<file path="config.mk">
export PLATFORM = sky130hd
export DESIGN_NAME = qsgmii_fifo_rr_sched
export DESIGN_NICKNAME = d
export VERILOG_FILES = /design/src/rtl/qsgmii_fifo_rr_sched.sv
export SDC_FILE = /design/constraint.sdc
export NUM_CORES = 1
export LEC_CHECK = 0
export BUFFER_PORTS_ARGS = -buffer_cell sky130_fd_sc_hd__buf_2
export CORE_MARGIN = 2
export CORE_UTILIZATION = 40
export DETAILED_ROUTE_END_ITERATION = 6
export PLACE_DENSITY = 0.73
export SYNTH_ARGS = -nofsm -noshare
export SYNTH_HDL_FRONTEND = slang
export SYNTH_SLANG_ARGS = --single-unit
</file>
<file path="constraint.sdc">
create_clock -name clk -period 3.3 [get_ports clk]
set_clock_uncertainty 0.15 [all_clocks]
set_input_delay 0.66 -clock clk [delete_from_list [all_inputs] [get_ports clk]]
set_output_delay 0.66 -clock clk [all_outputs]
set_load 0.01 [all_outputs]
</file>
<file path="src/rtl/qsgmii_fifo_rr_sched.sv">
// Four-channel round-robin frame scheduler: drains whole frames from FWFT FIFOs
// onto one registered output stream, with length-cut and stall-abort protection.
module qsgmii_fifo_rr_sched #(
  parameter int DATA_WIDTH    = 9,
  parameter int MAX_WORDS     = 2048,
  parameter int STALL_TIMEOUT = 64
) (
  input  logic                      clk,
  input  logic                      rst_n,
  input  logic [3:0]                ch_empty,
  input  logic [4*DATA_WIDTH-1:0]   ch_rd_data,
  output logic [3:0]                ch_rd_en,
  input  logic [3:0]                cfg_ch_en,
  output logic [DATA_WIDTH-2:0]     m_data,
  output logic                      m_last,
  output logic                      m_err,
  output logic [1:0]                m_ch,
  output logic                      m_valid,
  input  logic                      m_ready,
  output logic                      busy,
  output logic                      err_len,
  output logic                      err_stall
);
  localparam int WCW = $clog2(MAX_WORDS + 1);
  localparam int SCW = $clog2(STALL_TIMEOUT + 1);

  typedef enum logic [1:0] {IDLE, XFER, ABORT} state_t;

  state_t                  state_q;
  logic [1:0]              grant_q;
  logic [1:0]              last_grant_q;
  logic [WCW-1:0]          word_cnt_q;
  logic [SCW-1:0]          stall_cnt_q;
  logic [DATA_WIDTH-2:0]   m_data_q;
  logic                    m_last_q;
  logic                    m_err_q;
  logic [1:0]              m_ch_q;
  logic                    m_valid_q;
  logic                    err_len_q;
  logic                    err_stall_q;

  logic [DATA_WIDTH-1:0]   ch_word [4];
  logic [DATA_WIDTH-1:0]   head_w;
  logic [3:0]              cand;
  logic [1:0]              pick_d;
  logic                    out_free;
  logic                    pop;
  logic                    cut;

  for (genvar gi = 0; gi < 4; gi++) begin : g_unpack
    assign ch_word[gi] = ch_rd_data[gi*DATA_WIDTH +: DATA_WIDTH];
  end

  assign cand     = cfg_ch_en & ~ch_empty;
  assign head_w   = ch_word[grant_q];
  assign out_free = ~m_valid_q | m_ready;
  assign pop      = (state_q == XFER) & ~ch_empty[grant_q] & out_free;
  assign cut      = (word_cnt_q == WCW'(MAX_WORDS - 1));

  // Lowest cyclic offset from last_grant wins, so it is evaluated last.
  always_comb begin
    pick_d = last_grant_q;
    for (int i = 4; i >= 1; i--) begin
      if (cand[last_grant_q + 2'(i)]) pick_d = last_grant_q + 2'(i);
    end
  end

  always_comb begin
    ch_rd_en = 4'b0000;
    ch_rd_en[grant_q] = pop;
  end

  always_ff @(posedge clk or negedge rst_n) begin
    if (!rst_n) begin
      state_q      <= IDLE;
      grant_q      <= 2'd0;
      last_grant_q <= 2'd3;
      word_cnt_q   <= '0;
      stall_cnt_q  <= '0;
      m_data_q     <= '0;
      m_last_q     <= 1'b0;
      m_err_q      <= 1'b0;
      m_ch_q       <= 2'd0;
      m_valid_q    <= 1'b0;
      err_len_q    <= 1'b0;
      err_stall_q  <= 1'b0;
    end else begin
      err_len_q   <= 1'b0;
      err_stall_q <= 1'b0;
      if (m_valid_q && m_ready) m_valid_q <= 1'b0;
      case (state_q)
        IDLE: begin
          if (|cand) begin
            grant_q     <= pick_d;
            word_cnt_q  <= '0;
            stall_cnt_q <= '0;
            state_q     <= XFER;
          end
        end
        XFER: begin
          if (pop) begin
            m_data_q    <= head_w[DATA_WIDTH-2:0];
            m_last_q    <= head_w[DATA_WIDTH-1] | cut;
            m_err_q     <= 1'b0;
            m_ch_q      <= grant_q;
            m_valid_q   <= 1'b1;
            word_cnt_q  <= word_cnt_q + 1'b1;
            stall_cnt_q <= '0;
            if (head_w[DATA_WIDTH-1] || cut) begin
              state_q      <= IDLE;
              last_grant_q <= grant_q;
              err_len_q    <= ~head_w[DATA_WIDTH-1];
            end
          end else if (ch_empty[grant_q]) begin
            stall_cnt_q <= stall_cnt_q + 1'b1;
            if (stall_cnt_q == SCW'(STALL_TIMEOUT - 1)) begin
              err_stall_q <= 1'b1;
              state_q     <= ABORT;
            end
          end
        end
        ABORT: begin
          // Close the broken frame with an error terminator word.
          if (out_free) begin
            m_data_q     <= '0;
            m_last_q     <= 1'b1;
            m_err_q      <= 1'b1;
            m_ch_q       <= grant_q;
            m_valid_q    <= 1'b1;
            last_grant_q <= grant_q;
            state_q      <= IDLE;
          end
        end
        default: state_q <= IDLE;
      endcase
    end
  end

  assign m_data    = m_data_q;
  assign m_last    = m_last_q;
  assign m_err     = m_err_q;
  assign m_ch      = m_ch_q;
  assign m_valid   = m_valid_q;
  assign busy      = (state_q != IDLE);
  assign err_len   = err_len_q;
  assign err_stall = err_stall_q;
endmodule

</file>
**Yosys cells after proc, flatten, opt, wreduce, memory -nomap -nowiden**

Cells that the tools add are included.
Widths: inputs -> output; s select.

- Register bits: 40
- Bits of input ports: 47
- Output and inout port bits: 20
- Logic and storage cells: 114

- Add/subtract/negate cells: 5
- Magnitude comparators: 6
- Equality and inequality tests: 11
- Mux-type cells: 55
- Bitwise gates (word level): 11
- Reductions and logical operators: 14

Operator list:

| cell | number |
|---|---|
| $mux 2 | 13 |
| $mux 12 | 2 |
| $pmux 12 s2 | 1 |
| $mux 7 | 3 |
| $bmux 9 s2 | 1 |
| $mux 1 | 18 |
| $mux 9 | 2 |
| $mux 8 | 2 |
| $pmux 8 s2 | 1 |
| $pmux 7 s2 | 1 |
| $add 12x1->12 const B | 1 |
| $eq 12x11->1 const B | 1 |
| $lt 2x3->1 const B | 4 |
| $ne 3x2->1 const B | 3 |
| $reduce_and 3->1 | 3 |
| $and 4x4->4 | 2 |
| $bmux 1 s2 | 4 |
| $pmux 2 s2 | 2 |
| $add 7x1->7 const B | 1 |
| $eq 7x6->1 const B | 1 |
| $ne 2x2->1 const B | 3 |
| $pmux 1 s2 | 3 |
| $pmux 2 s3 | 1 |
| $reduce_bool 2->1 | 3 |
| other kinds (20) | 26 |

**Depth between registers and ports, before layout**

Gate-level depths: netlist of run 1.

- Depth in word-level cells: 8
- Gate-level depth with buffers: 9
- Gate-level depth less buffers: 7

**Worst setup path after synthesis of run 1**

Ideal clock, no wire load.

- Path kind: input to register
- Start: in cfg_ch_en[0]
- End: reg state_q[0]
- Library setup time: 0.125 ns
- Arrival time: 2.329 ns
- Data required time: 3.025 ns
- Slack: 0.697 ns
- Stages: 5
- Path buffers: 0
- Cell sequence: nor2b_1 nor4_1 a221oi_1 o211ai_1 mux2_2

- Word-level cells in the longest chain between the ends: 4

Ends and longest elaborated chain:

| item | line | source |
|---|---|---|
| start, declared | 13 | `input logic [3:0] cfg_ch_en,` |
| $and 4x4->4 | 54 | `assign cand = cfg_ch_en & ~ch_empty;` |
| $reduce_or 4->1 | 93 | `if (\|cand) begin` |
| $ne 2x2->1 (no line) | n/a |  |
| $reduce_and 5->1 (no line) | n/a |  |
| end signal, assigned | 75 | `state_q <= IDLE;` |
| end signal, assigned | 97 | `state_q <= XFER;` |
| end signal, assigned | 110 | `state_q <= IDLE;` |
| end, declared | 29 | `state_t state_q;` |

Every way passes these cells.
A chain may end at the register's enable or synchronous reset.

**Final worst setup path of run 1**

- Start: reg state_q[1]
- End: out ch_rd_en[0]

- Word-level cells in the longest chain between the ends: 4

Ends and longest elaborated chain:

| item | line | source |
|---|---|---|
| $eq 2x1->1 | 57 | `assign pop = (state_q == XFER) & ~ch_empty[grant_q] & out_free;` |
| $and 1x1->1 (2 in a row) | 57 |  |
| $and 4x4->4 (no line) | n/a |  |
| end, declared | 12 | `output logic [3:0] ch_rd_en,` |

Every way passes these cells.

==> results of run 1 <==
## power groups by stage
stage	registers, uW	clock network, uW	logic [uW]
after global placement	764	0	1050
final	761	398	1070
after global routing	786	428	1190
after floorplan	761	0	765
after detailed placement	771	0	1080
after CTS	762	408	1080
## Yosys cell counts (all sizes together), types with 3 or more instances
library cell / instances / share of area, %
nand2: 19 / 3.0
mux4: 10 / 9.5
nor2: 12 / 1.9
dfrtp: 38 / 39
nor2b: 8 / 2.1
mux2: 6 / 2.8
nand2b: 7 / 1.8
o31ai: 4 / 1.2
a21oi: 13 / 2.7
xnor2: 3 / 1.1
o21ai: 17 / 3.5
buf: 4 / 1.0
a22o: 10 / 3.6
nor3: 3 / 0.62
nand3: 8 / 1.7
clkbuf: 4 / 0.62
inv: 8 / 1.2
or3: 5 / 1.3
ha: 6 / 3.1
a211oi: 3 / 0.93
a31oi: 3 / 0.78
mux2i: 3 / 1.2
or4: 4 / 1.2
## metrics by stage
step	utilization, %	cell area, um^2	power (uW)	cells
2_1_floorplan	-	2416	1526	233
3_3_place_gp	48.09	2830	1813	370
3_5_place_dp	48.09	2830	1849	370
4_1_cts	49.98	2942	2254	378
5_1_grt	49.98	2942	2408	378
6_report	49.98	2942	2231	378
## worst paths after layout
path | startpoint | end | slack, ns | cells past startpoint
min in group clk | m_ch[0] | m_ch[0] | 0.36 | 1
worst min-delay path | rst_n | m_ch[1] | 0.33 | 1
worst min register to register | m_ch[0] | m_ch[0] | 0.36 | 1
max in group asynchronous | rst_n | state_q[1] | 2.11 | 1
worst max-delay path | state_q[1] | ch_rd_en[0] | 0.58 | 6
worst max register to register | state_q[1] | word_cnt_q[11] | 0.68 | 7
## cell families after synthesis
| family | count (synthesis) |
|---|---|
| AOI/OAI and AO/OA | 66 |
| xor gates and xnor gates | 3 |
| adders and majority gates | 6 |
| buffers and inverters | 16 |
| DFF | 40 |
| muxes | 19 |
| and+or+nand+nor | 83 |
## state kept, by name, summed over array words and instances (netlist names)
register      count
m_data            8
grant_q           2
state_q           2
err_len           1
m_last            1
m_err             1
last_grant_q      2
stall_cnt_q       7
m_ch              2
word_cnt_q       12
m_valid           1
err_stall         1
## cell type report
cell class                 instances  area (um^2)
clock buffer                       5        68.82
timing repair buffer              70        360.3
inverter                           8        30.03
sequential                        40         1003
tap                               75        93.84
clock inverter                     3        42.54
multi-input combinational        177         1343
fill                             531         2944
## routing by layer
layer  GRT usage (%)  share of wire [%]  routed length, um
met5               0                  0                  0
met4           5.833                1.2                 71
met3           3.297                6.6                390
met2           34.55                 50               2952
met1           22.78                 42               2464
## critical path, stage by stage (launching register included)
cell and delay, ns:
dfrtp_1 0.40, inv_1 0.10, ha_1 0.44, nor2b_1 0.23
nand2_1 0.12, nor3_1 0.18, buf_2 0.16
==> impl_metrics.csv, run 1 <==
group,metric,value,unit
clock_network,cts_resized,0,
finish,final_common_cell,"buf_2",
critical_path,cp_max_fo,12,
clock_network,postCtsSetupBuffers,0,
clock_network,clockBufferDepth,2,
clock_network,cts_buffers,5,
finish,antenna_cells,0,
power,power.net_switching,876.3,uW
power,irDropWorstVdd,0.3539,mV
clock_network,clk_latency,0.29,ns
synth,avgSynthCellArea,10.37,um^2
floorplanning,ios,67,
drt,drc,0,
drt,wire_per_inst,15.55,um
synth,synth_compound_area_share,18.90,%
drt,wl,5.879,mm
placement,gp_congestion,0.8028,
floorplanning,die_h,81.72,um
drt,dr_total_vias,2159,
synth,synth_top_family_by_area,"simple AND/OR/NAND/NOR gates",
finish,area_growth_syn_to_layout,21.75,%
synth,synthAdderAreaFrac,3.107,%
finish,layout-drive-gt1-share,32.67,%
critical_path,arrival,1.91,ns
sta,slew_headroom,41.22,%
clock_network,root_buffer,"clkbuf_8",
sta,rsz0062_at_grt,"no",
drt,drt_first_iter_violations,106,
power,switching_share,39.28,%
sta,period_minus_slack,2.724,ns
synth,synthMuxAreaShare,13.52,%
synth,ys_warn_count,0,
power,p_leak,0.001320,uW
critical_path,worstSetupPathType,"flop to primary output",
floorplanning,start_util,41.05,%
synth,syn-cell-area,2416,um^2
drt,ant_nets,0,
synth,yosys.area_share.simple,18.95,%
placement,dpl_worst_slack,0.5140,ns
clock_network,cts_hold_buf,0,
synth,ys_seq_area_share,41.53,%
power,powerDensity,758.4,nW/um^2
drt,vias_per_cell,5.712,
synth,synth_edf_count,0,
floorplanning,core-area,5886,um^2
run,drv_cap,0,
grt,grt_usage,19.00,%
floorplanning,core.rowCount,28,
sta,fin_crit_sh,82.55,%
synth,synth_xor_area_share,1.088,%
drt,firstDrtPassIters,4,
sta,worst_slew_pin_slew,0.8817,ns
sta,hold_viol_final,0,
floorplanning,die_w,81.72,um
placement,dpl.hpwl,4.461,mm
grt,grt_pass1_wl,9.708,mm
floorplanning,dieArea,6678,um^2
clock_network,cts_tree,"done",
synth,synthCells,233,
clock_network,clkTransAtPathRegs,0.07,ns
synth,synth_cell_types,53,
sta,setup_violations,0,
grt,grt_pass1_vias,2136,
grt,gr-total-overflow,0,
synth,ys_ff_latch,40,
power,power.share.clock,17.9,%
synth,syn_nets,286,
sta,setup_tns,0,ns
critical_path,start_kind,"flop",
finish,nets,355,
power,p_seq_share,34.1,%
sta,hold_ws,0.3331,ns
run_status,outcome,"complete, no violations",
critical_path,cp-end-kind,"primary output",
grt,grt_start_max_net_pins,41,
sta,drv_slew,0,
synth,ys.flop_type,"dfrtp_1",
power,p_comb_share,48.0,%
clock_network,clock-sinks,40,
power,p_int,1355,uW
critical_path,critPathRequiredTime,2.49,ns
sta,setup_ws,0.5759,ns
synth,postSynth.asyncResetShare,100.0,%
worst_hold_path,hold_path.class,"primary input to async pin",
finish,final_cell_mix,"buf_2 (66), dfrtp_1 (38), nand2_1 (19)",
sta,fmax,367.1,MHz
clock_network,htree_levels,2,
placement,port_buffers,66,
grt,antenna_found_initial,0,
Power figures use the tool's default switching activity.
==> run 2, diff against run 1 <==
--- a/config.mk
+++ b/config.mk
@@ -9,7 +9,7 @@
 export CORE_MARGIN = 2
 export CORE_UTILIZATION = 40
 export DETAILED_ROUTE_END_ITERATION = 6
-export PLACE_DENSITY = 0.73
+export PLACE_DENSITY = 0.75
 export SYNTH_ARGS = -nofsm -noshare
 export SYNTH_HDL_FRONTEND = slang
 export SYNTH_SLANG_ARGS = --single-unit
==> constraint.sdc (replaced) <==
create_clock -name clk -period 2.3 [get_ports clk]
set_clock_uncertainty 0.15 [all_clocks]
set_input_delay 0.46 -clock clk [delete_from_list [all_inputs] [get_ports clk]]
set_output_delay 0.46 -clock clk [all_outputs]
set_load 0.01 [all_outputs]
==> run 2 against run 1 <==
  * The run now ends with setup timing left
  * Clock power rose by 17%
  * Non-clock buffer count increased by 37
  * Global-route usage rose by 1.2 points
  * Register-to-register slack got worse by 0.69 ns
  * Sequential share of layout area is 4.3 points lower
  * Critical path depth decreased by 1
  * Final cell count is 10% higher
  * Die area is the same
  * Sequential power increased by 41%
  * Combinational power grew 91%
  * Critical path type is now flop to flop
==> impl_metrics.csv, run 2 (synthesized netlist as in run 1, its figures left out) <==
group,metric,value,unit
sta,slew_headroom,59.31,%
drt,dr_total_vias,2337,
floorplanning,ios,67,
clock_network,cts_tree,"done",
sta,fmax,433.6,MHz
sta,fin_crit_sh,100.3,%
drt,met3WireLength,275,um
drt,ant_nets,0,
finish,stdcell_area,3366,um^2
drt,wire_per_inst,15.93,um
critical_path,slowest_stage,"mux4_2",
clock_network,clk_latency,0.30,ns
run_status,outcome,"finished with violations",
critical_path,critPathRequiredTime,2.38,ns
critical_path,arrival,2.38,ns
power,powerDensity,1063,nW/um^2
power,irDropWorstVdd,0.7217,mV
placement,port_buffers,66,
clock_network,clockBufferDepth,2,
finish,antenna_cells,0,
floorplanning,die_w,81.72,um
critical_path,cp-end-kind,"flop",
finish,largest_reg_flops,12,
critical_path,worstSetupPathType,"flop to flop",
finish,instances_no_fill,416,
grt,gr-total-overflow,0,
sta,period_minus_slack,2.306,ns
finish,nets,393,
drt,wl,6.626,mm
clock_network,clkTransAtPathRegs,0.09,ns
clock_network,cts_buffers,5,
finish,final_common_cell,"buf_2",
clock_network,htree_levels,2,
grt,grt_usage,20.23,%
clock_network,root_buffer,"clkbuf_8",
drt,drc,0,
critical_path,start_kind,"flop",
sta,setup_violations,1,
critical_path,critical-path-max-stage-delay,0.55,ns
floorplanning,dieArea,6678,um^2
drt,firstDrtPassIters,4,
placement,dp.cells,404,
finish,area_growth_syn_to_layout,39.31,%
grt,grt_pass1_vias,2234,
run_status,violations,"setup timing",
run,drv_cap,0,
placement,place_area,3104,um^2
sta,hold_viol_final,0,
floorplanning,core.rowCount,28,
placement,gp_congestion,0.8349,
finish,layout-drive-gt1-share,46.92,%
power,p_leak,0.001528,uW
sta,drv_slew,0,
grt,grt_pass1_wl,10.41,mm
grt,antenna_found_initial,0,
drt,vias_per_cell,5.618,
finish,n_fill_cell,507,
drt,wl_met1,2.905,mm
sta,worst_slew_pin_slew,0.6059,ns
finish,final_cell_mix,"buf_2 (66), dfrtp_1 (38), buf_4 (38)",
critical_path,crit_path_cell_trace,"mux4_2 > o21a_4 > a211o_4 > or4_4 > a21oi_2",
grt,grt_start_max_net_pins,23,
worst_hold_path,hold_path.class,"flop to flop",
floorplanning,die_h,81.72,um
clock_network,clock-sinks,40,
placement,dpl.hpwl,4.973,mm
drt,met2_length,3.364,mm
floorplanning,core-area,5886,um^2
sta,setup_ws,-0.006153,ns
floorplanning,start_util,41.05,%
drt,dr.max_layer_used,"met4",
drt,drt_first_iter_violations,145,
finish,top_register,"word_cnt_q",
critical_path,cp_max_fo,6,
sta,rsz0062_at_grt,"yes",
## run 2: area by class of cell
type	count	area, um^2	share of cell area [%]
Multi-Input combinational cell	178	1494	44.39
Tap cell	75	93.84	2.788
Clock inverter	3	18.77	0.5576
Inverter	8	30.03	0.8922
Timing Repair Buffer	107	656.9	19.52
Sequential cell	40	1003	29.81
Clock buffer	5	68.82	2.045
## run 2: final timing paths
| path | slack [ns] | endpoint | start | depth (start not counted) |
|---|---|---|---|---|
| setup / recovery | -0.006 | word_cnt_q[7] | grant_q[0] | 5 |
| hold / removal | 0.36 | m_data[6] | m_data[6] | 1 |
| setup reg to reg | -0.006 | word_cnt_q[7] | grant_q[0] | 5 |
| hold reg to reg | 0.36 | m_data[6] | m_data[6] | 1 |
| max in group asynchronous | 1.01 | word_cnt_q[9] | rst_n | 3 |
| min in group asynchronous | 0.49 | m_data[7] | rst_n | 2 |
## run 2: timing repair
| item | CTS | global route |
|---|---|---|
| endpoints found under the setup margin | 14 | 15 |
| gates cloned | 0 | 1 |
| gates resized for setup | 8 | 24 |
| hold buffers | 1 | 0 |
| pin swaps | 1 | 1 |
| endpoints found under the hold margin | 16 | 0 |
| setup buffers | 0 | 2 |
## run 2: worst max-delay path, delay by kind of cell, from the launching register on
family / cells / cell delay (ns)
AND/OR/NAND/NOR: 1 / 0.48
multiplexers: 1 / 0.55
AO/OA/AOI/OAI: 3 / 0.66
flip-flops: 1 / 0.40
## run 2: through the flow
stage	power (uW)	setup TNS [ns]	util [%]	worst slack [ns]	hold slack, ns
after global routing	3822	-0.1677	57.19	-0.08358	0.3624
after floorplan	2194	-0.005430	-	-0.005430	0.01441
final	3578	-0.006153	57.19	-0.006153	0.3573
after global placement	2860	-0.7301	52.74	-0.1265	0.2813
after detailed placement	2926	-1.177	52.74	-0.1594	0.2939
after CTS	3443	-0.05947	55.04	-0.03790	0.3577
## run 2: routing by layer
layer / up-vias / track usage [%]
li1: 1104 / -
met1: 1167 / 25.76
met2: 59 / 35.37
met3: 7 / 3.077
met4: 0 / 6.167
met5: - / 0
## run 2: where the power goes
group | internal (uW) | leakage [uW] | switching, uW
Combinational | 1040 | 0.000959 | 1010
Clock | 212 | 0.0000479 | 255
Sequential | 914 | 0.000521 | 155
Total | 2160 | 0.00153 | 1420
